===== src/rtl/sbit_tap_scanner_if.sv =====
// Slow-control / oversampler bundle for sbit_tap_scanner.
// Optional macro TAP_SCAN_ERR_THRESH_EN adds the err_thresh_i input.
interface sbit_tap_scanner_if #(
  parameter int NUM_CH  = 8,
  parameter int DWELL_W = 16
);
  localparam int CH_W = (NUM_CH > 1) ? $clog2(NUM_CH) : 1;

  logic                  start_i;
  logic [NUM_CH-1:0]     ch_mask_i;
  logic [DWELL_W-1:0]    dwell_i;
  logic [NUM_CH-1:0]     phase_err_i;
`ifdef TAP_SCAN_ERR_THRESH_EN
  logic [7:0]            err_thresh_i;
`endif
  logic [NUM_CH*5-1:0]   tap_delay_o;
  logic [CH_W-1:0]       cur_ch_o;
  logic                  busy_o;
  logic                  done_o;
  logic [NUM_CH-1:0]     fail_o;

`ifdef TAP_SCAN_ERR_THRESH_EN
  modport master (output start_i, ch_mask_i, dwell_i, phase_err_i, err_thresh_i,
                  input  tap_delay_o, cur_ch_o, busy_o, done_o, fail_o);
  modport slave  (input  start_i, ch_mask_i, dwell_i, phase_err_i, err_thresh_i,
                  output tap_delay_o, cur_ch_o, busy_o, done_o, fail_o);
`else
  modport master (output start_i, ch_mask_i, dwell_i, phase_err_i,
                  input  tap_delay_o, cur_ch_o, busy_o, done_o, fail_o);
  modport slave  (input  start_i, ch_mask_i, dwell_i, phase_err_i,
                  output tap_delay_o, cur_ch_o, busy_o, done_o, fail_o);
`endif
endinterface


===== src/rtl/sbit_tap_scanner.sv =====
// Shared IODELAY tap scan engine: per masked channel sweeps tap 0..31, finds the
// longest clean tap window and parks the tap at its centre.
// Optional macro TAP_SCAN_ERR_THRESH_EN: a tap is good when its saturating 8-bit
// error-cycle count is <= err_thresh_i instead of requiring zero errors.
module sbit_tap_scanner #(
  parameter int NUM_CH     = 8,
  parameter int DWELL_W    = 16,
  parameter int SETTLE_CYC = 4
) (
  input  logic              clock,
  input  logic              reset_n,
  sbit_tap_scanner_if.slave bus
);
  localparam int CH_W = (NUM_CH > 1) ? $clog2(NUM_CH) : 1;
  localparam logic [DWELL_W-1:0] SETTLE_LAST = DWELL_W'(SETTLE_CYC - 1);

  typedef enum logic [2:0] {
    S_IDLE, S_SETTLE, S_DWELL, S_EVAL, S_CENTER, S_NEXT_CH, S_DONE
  } state_t;

  state_t                  r_state, w_state_nxt;
  logic [NUM_CH-1:0][4:0]  r_tap;
  logic [NUM_CH-1:0]       r_fail, r_mask;
  logic [CH_W-1:0]         r_cur_ch;
  logic [DWELL_W-1:0]      r_cnt, r_dwell_last;
  logic [4:0]              r_saved;
  logic [5:0]              r_cur_len, r_best_len;
  logic [4:0]              r_cur_start, r_best_start;
`ifdef TAP_SCAN_ERR_THRESH_EN
  logic [7:0]              r_err_cnt;
`else
  logic                    r_err;
`endif

  logic [CH_W-1:0] w_first, w_next, w_entry_ch;
  logic            w_has_next, w_entry, w_good, w_err_bit;
  logic [4:0]      w_tap, w_run_start, w_center;
  logic [5:0]      w_run_len, w_half;

  assign w_tap       = r_tap[r_cur_ch];
  assign w_err_bit   = bus.phase_err_i[r_cur_ch];
  assign w_run_len   = r_cur_len + 6'd1;
  assign w_run_start = (r_cur_len == 6'd0) ? w_tap : r_cur_start;
  assign w_half      = (r_best_len - 6'd1) >> 1;
  assign w_center    = r_best_start + w_half[4:0];
`ifdef TAP_SCAN_ERR_THRESH_EN
  assign w_good      = (r_err_cnt <= bus.err_thresh_i);
`else
  assign w_good      = ~r_err;
`endif

  // Lowest channel in the incoming mask, and next masked channel above the current one
  always_comb begin
    w_first    = '0;
    w_next     = '0;
    w_has_next = 1'b0;
    for (int k = NUM_CH - 1; k >= 0; k--) begin
      if (bus.ch_mask_i[k]) w_first = CH_W'(k);
      if (r_mask[k] && (k > int'(r_cur_ch))) begin
        w_next     = CH_W'(k);
        w_has_next = 1'b1;
      end
    end
  end

  assign w_entry    = ((r_state == S_IDLE) && bus.start_i && (|bus.ch_mask_i)) ||
                      ((r_state == S_NEXT_CH) && w_has_next);
  assign w_entry_ch = (r_state == S_IDLE) ? w_first : w_next;

  // State register
  always_ff @(posedge clock or negedge reset_n) begin
    if (!reset_n) r_state <= S_IDLE;
    else          r_state <= w_state_nxt;
  end

  // Next-state decode
  always_comb begin
    w_state_nxt = r_state;
    case (r_state)
      S_IDLE:    if (bus.start_i) w_state_nxt = (|bus.ch_mask_i) ? S_SETTLE : S_DONE;
      S_SETTLE:  if (r_cnt == SETTLE_LAST) w_state_nxt = S_DWELL;
      S_DWELL:   if (r_cnt == r_dwell_last) w_state_nxt = S_EVAL;
      S_EVAL:    w_state_nxt = (w_tap == 5'd31) ? S_CENTER : S_SETTLE;
      S_CENTER:  w_state_nxt = S_NEXT_CH;
      S_NEXT_CH: w_state_nxt = w_has_next ? S_SETTLE : S_DONE;
      S_DONE:    w_state_nxt = S_IDLE;
      default:   w_state_nxt = S_IDLE;
    endcase
  end

  // Scan datapath: counters, error accumulation, run tracking, tap updates
  always_ff @(posedge clock or negedge reset_n) begin
    if (!reset_n) begin
      r_tap        <= '0;
      r_fail       <= '0;
      r_mask       <= '0;
      r_cur_ch     <= '0;
      r_cnt        <= '0;
      r_dwell_last <= '0;
      r_saved      <= '0;
      r_cur_len    <= '0;
      r_best_len   <= '0;
      r_cur_start  <= '0;
      r_best_start <= '0;
`ifdef TAP_SCAN_ERR_THRESH_EN
      r_err_cnt    <= '0;
`else
      r_err        <= 1'b0;
`endif
    end else begin
      case (r_state)
        S_IDLE: if (bus.start_i) begin
          r_mask       <= bus.ch_mask_i;
          // dwell of 0 behaves as 1 cycle
          r_dwell_last <= (bus.dwell_i == '0) ? '0 : bus.dwell_i - 1'b1;
        end
        S_SETTLE: if (r_cnt == SETTLE_LAST) begin
          r_cnt <= '0;
`ifdef TAP_SCAN_ERR_THRESH_EN
          r_err_cnt <= '0;
`else
          r_err     <= 1'b0;
`endif
        end else begin
          r_cnt <= r_cnt + 1'b1;
        end
        S_DWELL: begin
          r_cnt <= (r_cnt == r_dwell_last) ? '0 : r_cnt + 1'b1;
`ifdef TAP_SCAN_ERR_THRESH_EN
          if (w_err_bit && (r_err_cnt != 8'hFF)) r_err_cnt <= r_err_cnt + 8'd1;
`else
          if (w_err_bit) r_err <= 1'b1;
`endif
        end
        S_EVAL: begin
          // strict compare: an equal-length later window never displaces the first
          if (w_good) begin
            r_cur_len   <= w_run_len;
            r_cur_start <= w_run_start;
            if (w_run_len > r_best_len) begin
              r_best_len   <= w_run_len;
              r_best_start <= w_run_start;
            end
          end else begin
            r_cur_len <= '0;
          end
          if (w_tap != 5'd31) r_tap[r_cur_ch] <= w_tap + 5'd1;
        end
        S_CENTER: begin
          if (r_best_len == 6'd0) begin
            r_fail[r_cur_ch] <= 1'b1;
            r_tap[r_cur_ch]  <= r_saved;
          end else begin
            r_tap[r_cur_ch]  <= w_center;
          end
        end
        default: ;
      endcase

      if (w_entry) begin
        r_cur_ch            <= w_entry_ch;
        r_saved             <= r_tap[w_entry_ch];
        r_tap[w_entry_ch]   <= 5'd0;
        r_fail[w_entry_ch]  <= 1'b0;
        r_cnt               <= '0;
        r_cur_len           <= '0;
        r_cur_start         <= '0;
        r_best_len          <= '0;
        r_best_start        <= '0;
      end
    end
  end

  assign bus.tap_delay_o = r_tap;
  assign bus.cur_ch_o    = r_cur_ch;
  assign bus.fail_o      = r_fail;
  assign bus.busy_o      = (r_state != S_IDLE);
  assign bus.done_o      = (r_state == S_DONE);
endmodule


===== src/flat_wrapper.sv =====
// flat-port wrapper written by rule: the top's interface ports become plain ports
module sbit_tap_scanner_flat 
#(
  parameter int NUM_CH     = 8,
  parameter int DWELL_W    = 16,
  parameter int SETTLE_CYC = 4
)
  (clock, reset_n, bus_start_i, bus_ch_mask_i, bus_dwell_i, bus_phase_err_i, bus_tap_delay_o, bus_cur_ch_o, bus_busy_o, bus_done_o, bus_fail_o);
  sbit_tap_scanner_if #(.NUM_CH(NUM_CH), .DWELL_W(DWELL_W)) bus_i ();
  input  logic clock;
  input  logic reset_n;
  input wire logic [$bits(bus_i.start_i)-1:0] bus_start_i;
  input wire logic [$bits(bus_i.ch_mask_i)-1:0] bus_ch_mask_i;
  input wire logic [$bits(bus_i.dwell_i)-1:0] bus_dwell_i;
  input wire logic [$bits(bus_i.phase_err_i)-1:0] bus_phase_err_i;
  output wire logic [$bits(bus_i.tap_delay_o)-1:0] bus_tap_delay_o;
  output wire logic [$bits(bus_i.cur_ch_o)-1:0] bus_cur_ch_o;
  output wire logic [$bits(bus_i.busy_o)-1:0] bus_busy_o;
  output wire logic [$bits(bus_i.done_o)-1:0] bus_done_o;
  output wire logic [$bits(bus_i.fail_o)-1:0] bus_fail_o;
  assign bus_i.start_i = bus_start_i;
  assign bus_i.ch_mask_i = bus_ch_mask_i;
  assign bus_i.dwell_i = bus_dwell_i;
  assign bus_i.phase_err_i = bus_phase_err_i;
  assign bus_tap_delay_o = bus_i.tap_delay_o;
  assign bus_cur_ch_o = bus_i.cur_ch_o;
  assign bus_busy_o = bus_i.busy_o;
  assign bus_done_o = bus_i.done_o;
  assign bus_fail_o = bus_i.fail_o;
  sbit_tap_scanner #(.NUM_CH(NUM_CH), .DWELL_W(DWELL_W), .SETTLE_CYC(SETTLE_CYC)) u_core (.clock(clock), .reset_n(reset_n), .bus(bus_i));
endmodule

===== config.mk =====
export PLATFORM = sky130hd
export DESIGN_NAME = sbit_tap_scanner_flat
export DESIGN_NICKNAME = d
export VERILOG_FILES = /design/src/rtl/sbit_tap_scanner_if.sv /design/src/rtl/sbit_tap_scanner.sv /design/src/flat_wrapper.sv
export SDC_FILE = /design/constraint.sdc
export NUM_CORES = 1
export LEC_CHECK = 0
export ABC_AREA = 1
export CAP_MARGIN = 20
export CORE_ASPECT_RATIO = 0.9
export CORE_MARGIN = 2
export CORE_UTILIZATION = 46
export DETAILED_ROUTE_END_ITERATION = 12
export GPL_ROUTABILITY_DRIVEN = 0
export PLACE_DENSITY_LB_ADDON = 0.12
export SLEW_MARGIN = 20
export SYNTH_ARGS = -nofsm -noshare
export SYNTH_HDL_FRONTEND = slang
export SYNTH_SLANG_ARGS = --single-unit
export TNS_END_PERCENT = 50

===== constraint.sdc =====
create_clock -name clock -period 4.8 [get_ports clock]
set_input_delay 0.96 -clock clock [delete_from_list [all_inputs] [get_ports clock]]
set_output_delay 0.96 -clock clock [all_outputs]
set_load 0.05 [all_outputs]

# Word-level counts from Yosys, hierarchy flattened
# Index checks and enable logic that the tools add are counted.
totals:
  reg_bits: 122
  elab_cells: 163
op_classes:
  add_sub_neg: 6
  order_cmp: 12
  n_eq_ne: 15
  n_mux: 77
  n_bitwise: 5
  n_reduce_logical: 28
ops:
  columns: ["cell", "n"]
  rows:
  - ["bitwise mux 40 bit", 3]
  - ["2-to-1 mux 40 bit", 3]
  - ["one-hot mux 40 bit (2 select lines)", 1]
  - ["2-to-1 mux 3 bit", 22]
  - ["2-to-1 mux 16 bit", 4]
  - ["2-to-1 mux 5 bit", 12]
  - ["2-to-1 mux 6 bit", 7]
  - ["bitwise AND 40 bit", 1]
  - ["inverter 40 bit", 1]
  - ["one-hot mux 16 bit (2 select lines)", 1]
  - ["binary-select mux 5 bit (select 3 bit)", 2]
  - ["demux 5 bit (select 3 bit)", 2]
  - ["2-to-1 mux 8 bit", 3]
  - ["one-hot mux 3 bit (6 select lines)", 1]
  - ["adder 16 x 1 -> 16 bit, second input constant", 1]
  - ["equality test 16 bit", 1]
  - ["equality test 16 x 2 -> 1 bit, second input constant", 1]
  - ["logical NOT 16 bit", 1]
  - ["subtractor 16 x 1 -> 16 bit, second input constant", 1]
  - ["> comparator 3 bit, first input constant", 4]
  - ["logical AND 1 bit", 12]
  - ["logical NOT 6 bit", 2]
  - ["2-to-1 mux 1 bit", 12]
  - ["equality test 3 bit, second input constant", 3]
  - ["other kinds (28)", 42]

# Logic depth before layout (Yosys ltp)
logic_depth:
  ltp_word: 17
  mapped_depth: 19

# Worst setup path after synthesis
# OpenSTA, ideal clock, no wires.
synth_timing:
  path_type: "register -> register"
  from: "register u_core.r_cur_ch[0], in the netlist u_core.bus.cur_ch_o[0]"
  to: "register u_core.r_tap (netlist bit u_core.bus.tap_delay_o[10])"
  t_arrival_ps: 2856
  required_time_ps: 4675
  setup_slack_ps: 1819
  stages_incl_launch_ff: 20
  n_path_buf: 1
  synth_period_minus_slack_ps: 2981
  cell_sequence: "dfrtp_1 -> buf_6 -> nand2_2 -> inv_1 -> nand2_1 -> o21ai_0 -> o21ai_0 -> nand2_1 -> ha_1 -> nand2_1 -> nor2_1 -> ha_1 -> inv_1 -> nand2_1 -> inv_1 -> nand2_1 -> a21boi_0 -> o22ai_1 -> a31oi_1 -> nor2_1"
synth_via:
  elab_chain_cells: 17
  elab_cells_between_ends: 54
  classes_between: "add/sub: 1; order compare: 11; eq/ne: 1; mux: 28; bitwise: 2; reduce/logical: 11"
synth_rtl:
  columns: ["item", "line_no", "source"]
  rows:
  - ["start: declaration", "sbit_tap_scanner.sv:24", "logic [CH_W-1:0] r_cur_ch;"]
  - ["start signal: assignment", "sbit_tap_scanner.sv:161", "r_cur_ch <= w_entry_ch;"]
  - ["> comparator 3 bit", "sbit_tap_scanner.sv:59", "if (r_mask[k] && (k > int'(r_cur_ch))) begin"]
  - ["logical AND 1 bit", "sbit_tap_scanner.sv:59", null]
  - ["2-to-1 mux 3 bit (7 in a row)", "sbit_tap_scanner.sv:59", null]
  - ["2-to-1 mux 3 bit", "sbit_tap_scanner.sv:68", "assign w_entry_ch = (r_state == S_IDLE) ? w_first : w_next;"]
  - ["< comparator 3 x 4 -> 1 bit (implied by the code) / greater-or-equal comparator 3 x 1 -> 1 bit (equally long branches)", "sbit_tap_scanner.sv:163", "r_tap[w_entry_ch] <= 5'd0;"]
  - ["logical AND 1 bit (implied by the code)", "sbit_tap_scanner.sv:163", null]
  - ["2-to-1 mux 5 bit (implied by the code)", "sbit_tap_scanner.sv:163", null]
  - ["demux 5 bit (select 3 bit)", null, null]
  - ["inverter 40 bit (no source line)", null, null]
  - ["bitwise AND 40 bit (no source line)", null, null]
  - ["2-to-1 mux 40 bit (*)", "sbit_tap_scanner.sv:160", "if (w_entry) begin"]
  - ["end signal: indexed assignment", "sbit_tap_scanner.sv:147", "if (w_tap != 5'd31) r_tap[r_cur_ch] <= w_tap + 5'd1;"]
  - ["end signal: indexed assignment", "sbit_tap_scanner.sv:152", "r_tap[r_cur_ch] <= r_saved;"]
  - ["end signal: indexed assignment", "sbit_tap_scanner.sv:154", "r_tap[r_cur_ch] <= w_center;"]
  - ["end: declaration", "sbit_tap_scanner.sv:22", "logic [NUM_CH-1:0][4:0] r_tap;"]
# Mark *: on every way between the ends. The rest lies on a longest branch, timed or not. The select of a mux whose other input is x is not followed.
# A chain may end at the register's enable or synchronous reset.

# Worst setup path in the final report
# Same ends and word-level chain as after synthesis.

==> flow_summary.yaml <==
run_status:
  run_status: "finished, final reports clean"
cells_and_area:
  finish.instance_area_um2: 9801
  multi_input_comb_area_um2: 4347
  register_area_um2: 3028
  share_of_cells_above_drive_strength_1_pct: 6.225
  final_cell_mix: "250 x sky130_fd_sc_hd__nand2_1, 152 x sky130_fd_sc_hd__inv_1, 121 x sky130_fd_sc_hd__dfrtp_1"
  mostFrequentLayoutCell: "sky130_fd_sc_hd__nand2_1"
  layout.filler_cells: 1754
  design.final.nets: 1294
  insertedDiodeCount: 0
  area.growth.synth_to_final_pct: 20.17
logic_synthesis:
  seq_area_frac_synth_pct: 37.13
  synth.lib_cells_used.distinct: 47
  ys.flop_type: "sky130_fd_sc_hd__dfrtp_1"
  netlist.top_cell.by_area: "sky130_fd_sc_hd__dfrtp_1"
  yosys_register_bits: 121
  area_of_the_mapped_netlist_um2: 8155
  postSynthAreaPerCell_um2: 7.049
  syn_inst: 1157
  post-synth-top-area-fraction_pct: 37.13
  synth_edf_count: 0
  synth_warnings: 0
  postSynth.asyncResetShare_pct: 100.0
  mapped_nets: 1210
  synth_top_cells_by_area: "sky130_fd_sc_hd__dfrtp_1 37%, sky130_fd_sc_hd__nand2_1 12%, sky130_fd_sc_hd__inv_1 7.0%, sky130_fd_sc_hd__o21ai_0 6.2%, sky130_fd_sc_hd__nor2_1 5.2%"
die:
  io-pin-count: 88
  die_x_um: 144.4
  die_area_um2: 18810
  die-height_um: 130.3
  rows: 46
  core_box_area_um2: 17500
  initial_utilization_pct: 46.61
pwr:
  power.density_cell_area_nw_per_um2: 720.0
  power.leakage_nw: 4.483
  vdd_drop_max_mv: 0.3980
cts:
  tritoncts: "built"
  cts_resized: 0
  cts.htree.levels: 4
  cts-root-to-sink-buffers: 2
  post-cts-setup-buffers: 0
  root_buffer_selected_by_cts: "sky130_fd_sc_hd__clkbuf_16"
  cts-hold-fix-buffers: 0
  cts-buffers-inserted: 17
  clk_pin_slew_ns: 0.06
  clkSinkCount: 121
  insertion_delay_ns: 0.42
routing:
  drt.antenna.violating_nets: 0
  via_per_inst: 5.597
  drt-wirelength-per-cell_um: 17.55
  route.detailed.drc: 0
  route.met3.wl_um: 2993
  dr.first_iter.drc_count: 940
  firstDrtPassIters: 7
  vias: 8356
  finalWirelength_um: 26200
  wirelength_met1_um: 11890
  highest_layer: "met5"
  wl_met2_um: 10700
sta:
  relSlewSlack_pct: 25.47
  setup_total_negative_slack_ns: 0
  worst_slew_pin_slew_ns: 1.110
  final_period_minus_worst_setup_slack_ns: 3.895
  finalSetupViolCount: 0
  final-max-slew-violation-count: 0
  timing_hold_violations_final: 0
  setup_slack_ns: 0.9045
  max_clock_freq_ghz: 0.2567
  clock-skew-final_ns: 0.01090
  final.period_utilization_pct: 81.16
  grt_setup_unrepaired: "false"
worst_setup_path:
  worst-endpoint-arrival_ns: 4.20
  r2r_cells: 17
  worst-endpoint-required_ns: 5.10
  timing.critical_path.fanout_max: 22
  critPathKind: "register to register"
  r2r_setup_slack_ns: 0.90
  worstSetupEndpointType: "register"
  startpoint_type: "register"
job:
  timing.max_cap.violations: 0
place:
  buffer_ports.inserted: 87
  detailedPlacementHpwl_um: 19350
  dp_slack_ns: 1.056
  placement.cell_area_um2: 9229
worst_hold_path:
  min_path_cells: 2
  worst_hold_path_type: "register to register"
global_route:
  track_usage_pct: 28.98
  first_global_vias: 7662
  grt_max_degree: 62
  initial_antenna_violation_count: 0
  grt_overflow: 0
  first_pass_grt_wire_length_um: 41450
==> sequential cells by signal, summed over array words and instances, names as in the netlist <==
signal and cells:
u_core.r_mask 7, u_core.bus.fail_o 8, u_core.r_cur_start 5, u_core.r_err 1, u_core.r_cnt 16, u_core.r_cur_len 6
u_core.bus.cur_ch_o 3, u_core.r_best_len 6, u_core.r_state 3, u_core.bus.tap_delay_o 40, u_core.r_dwell_last 16, u_core.r_saved 5
u_core.r_best_start 5
==> cells in the mapped netlist (all sizes together) (2+ instances only) <==
library cell  count
inv             161
or2               3
a22oi             7
nand2           257
o21a              3
and3              3
nand3b            3
nand4            10
clkbuf           15
o211ai           11
a31oi             9
nor4              5
dfrtp           121
ha               17
nand3            75
buf              17
nor3             23
o21ai           119
o22ai            32
a21oi            82
xnor2            20
o21bai            7
xor2             23
o221ai            2
nor2            124
==> area by class of cell <==
type	count	share of cell area, %
Multi-Input combinational cell	842	44.35
Sequential cell	121	30.89
Timing Repair Buffer	97	9.626
Inverter	162	6.230
Clock buffer	22	4.839
Tap cell	240	3.064
Clock inverter	9	0.9958
==> worst max-delay path, cell delays in order (launching register included) <==
cell,delay (ns)
sky130_fd_sc_hd__dfrtp_1,0.85
sky130_fd_sc_hd__inv_2,0.25
sky130_fd_sc_hd__nand2_2,0.24
sky130_fd_sc_hd__o22ai_1,0.10
sky130_fd_sc_hd__o21ai_0,0.15
sky130_fd_sc_hd__nand2_1,0.25
sky130_fd_sc_hd__ha_1,0.32
sky130_fd_sc_hd__nand2_1,0.07
sky130_fd_sc_hd__nor2_1,0.04
sky130_fd_sc_hd__ha_1,0.37
sky130_fd_sc_hd__inv_1,0.26
sky130_fd_sc_hd__nand2_1,0.17
sky130_fd_sc_hd__inv_1,0.12
sky130_fd_sc_hd__nand2_1,0.10
sky130_fd_sc_hd__a21boi_0,0.17
sky130_fd_sc_hd__o22ai_1,0.09
sky130_fd_sc_hd__a31oi_1,0.16
sky130_fd_sc_hd__nor2_1,0.05
==> metrics by stage <==
| stage | std cells | utilization [%] | total power, W | hold slack (ns) |
|---|---|---|---|---|
| 6_report | 1493 | 56.01 | 0.007057 | 0.4819 |
| 3_3_place_gp | 1462 | 52.75 | 0.005644 | 0.4589 |
| 2_1_floorplan | 1157 | - | 0.004380 | 0.4422 |
| 4_1_cts | 1493 | 56.01 | 0.006935 | 0.4765 |
| 3_5_place_dp | 1462 | 52.75 | 0.005652 | 0.4614 |
| 5_1_grt | 1493 | 56.01 | 0.007489 | 0.5135 |
==> logic make-up after synthesis <==
logic type,after synthesis,synth area share [%]
simple gates,503,26.68
compound gates,278,19.15
buf+inv,194,9.574
flops,121,37.13
xor+xnor,43,4.618
fa+ha+maj,18,2.854
==> routing by layer <==
layer / GRT usage, % / vias to the layer above
met5: 3.421 / -
met4: 9.252 / 2
met3: 9.064 / 60
met2: 40.03 / 457
met1: 42.77 / 3819
li1: - / 4018
==> final timing paths <==
check	from	to
min	u_core.r_cur_start[0]	u_core.r_cur_start[0]
min reg2reg	u_core.r_cur_start[0]	u_core.r_cur_start[0]
min in group asynchronous	reset_n	u_core.r_best_len[2]
max	u_core.bus.cur_ch_o[0]	u_core.bus.tap_delay_o[10]
max reg2reg	u_core.bus.cur_ch_o[0]	u_core.bus.tap_delay_o[10]
max in group asynchronous	reset_n	u_core.bus.tap_delay_o[14]
==> power by group <==
part	total, W	switching, W	internal (W)
registers	0.00176	0.000404	0.00135
clock network	0.00126	0.000463	0.000796
logic	0.00404	0.00288	0.00117
Note: power is estimated with default switching activity, not from simulation.
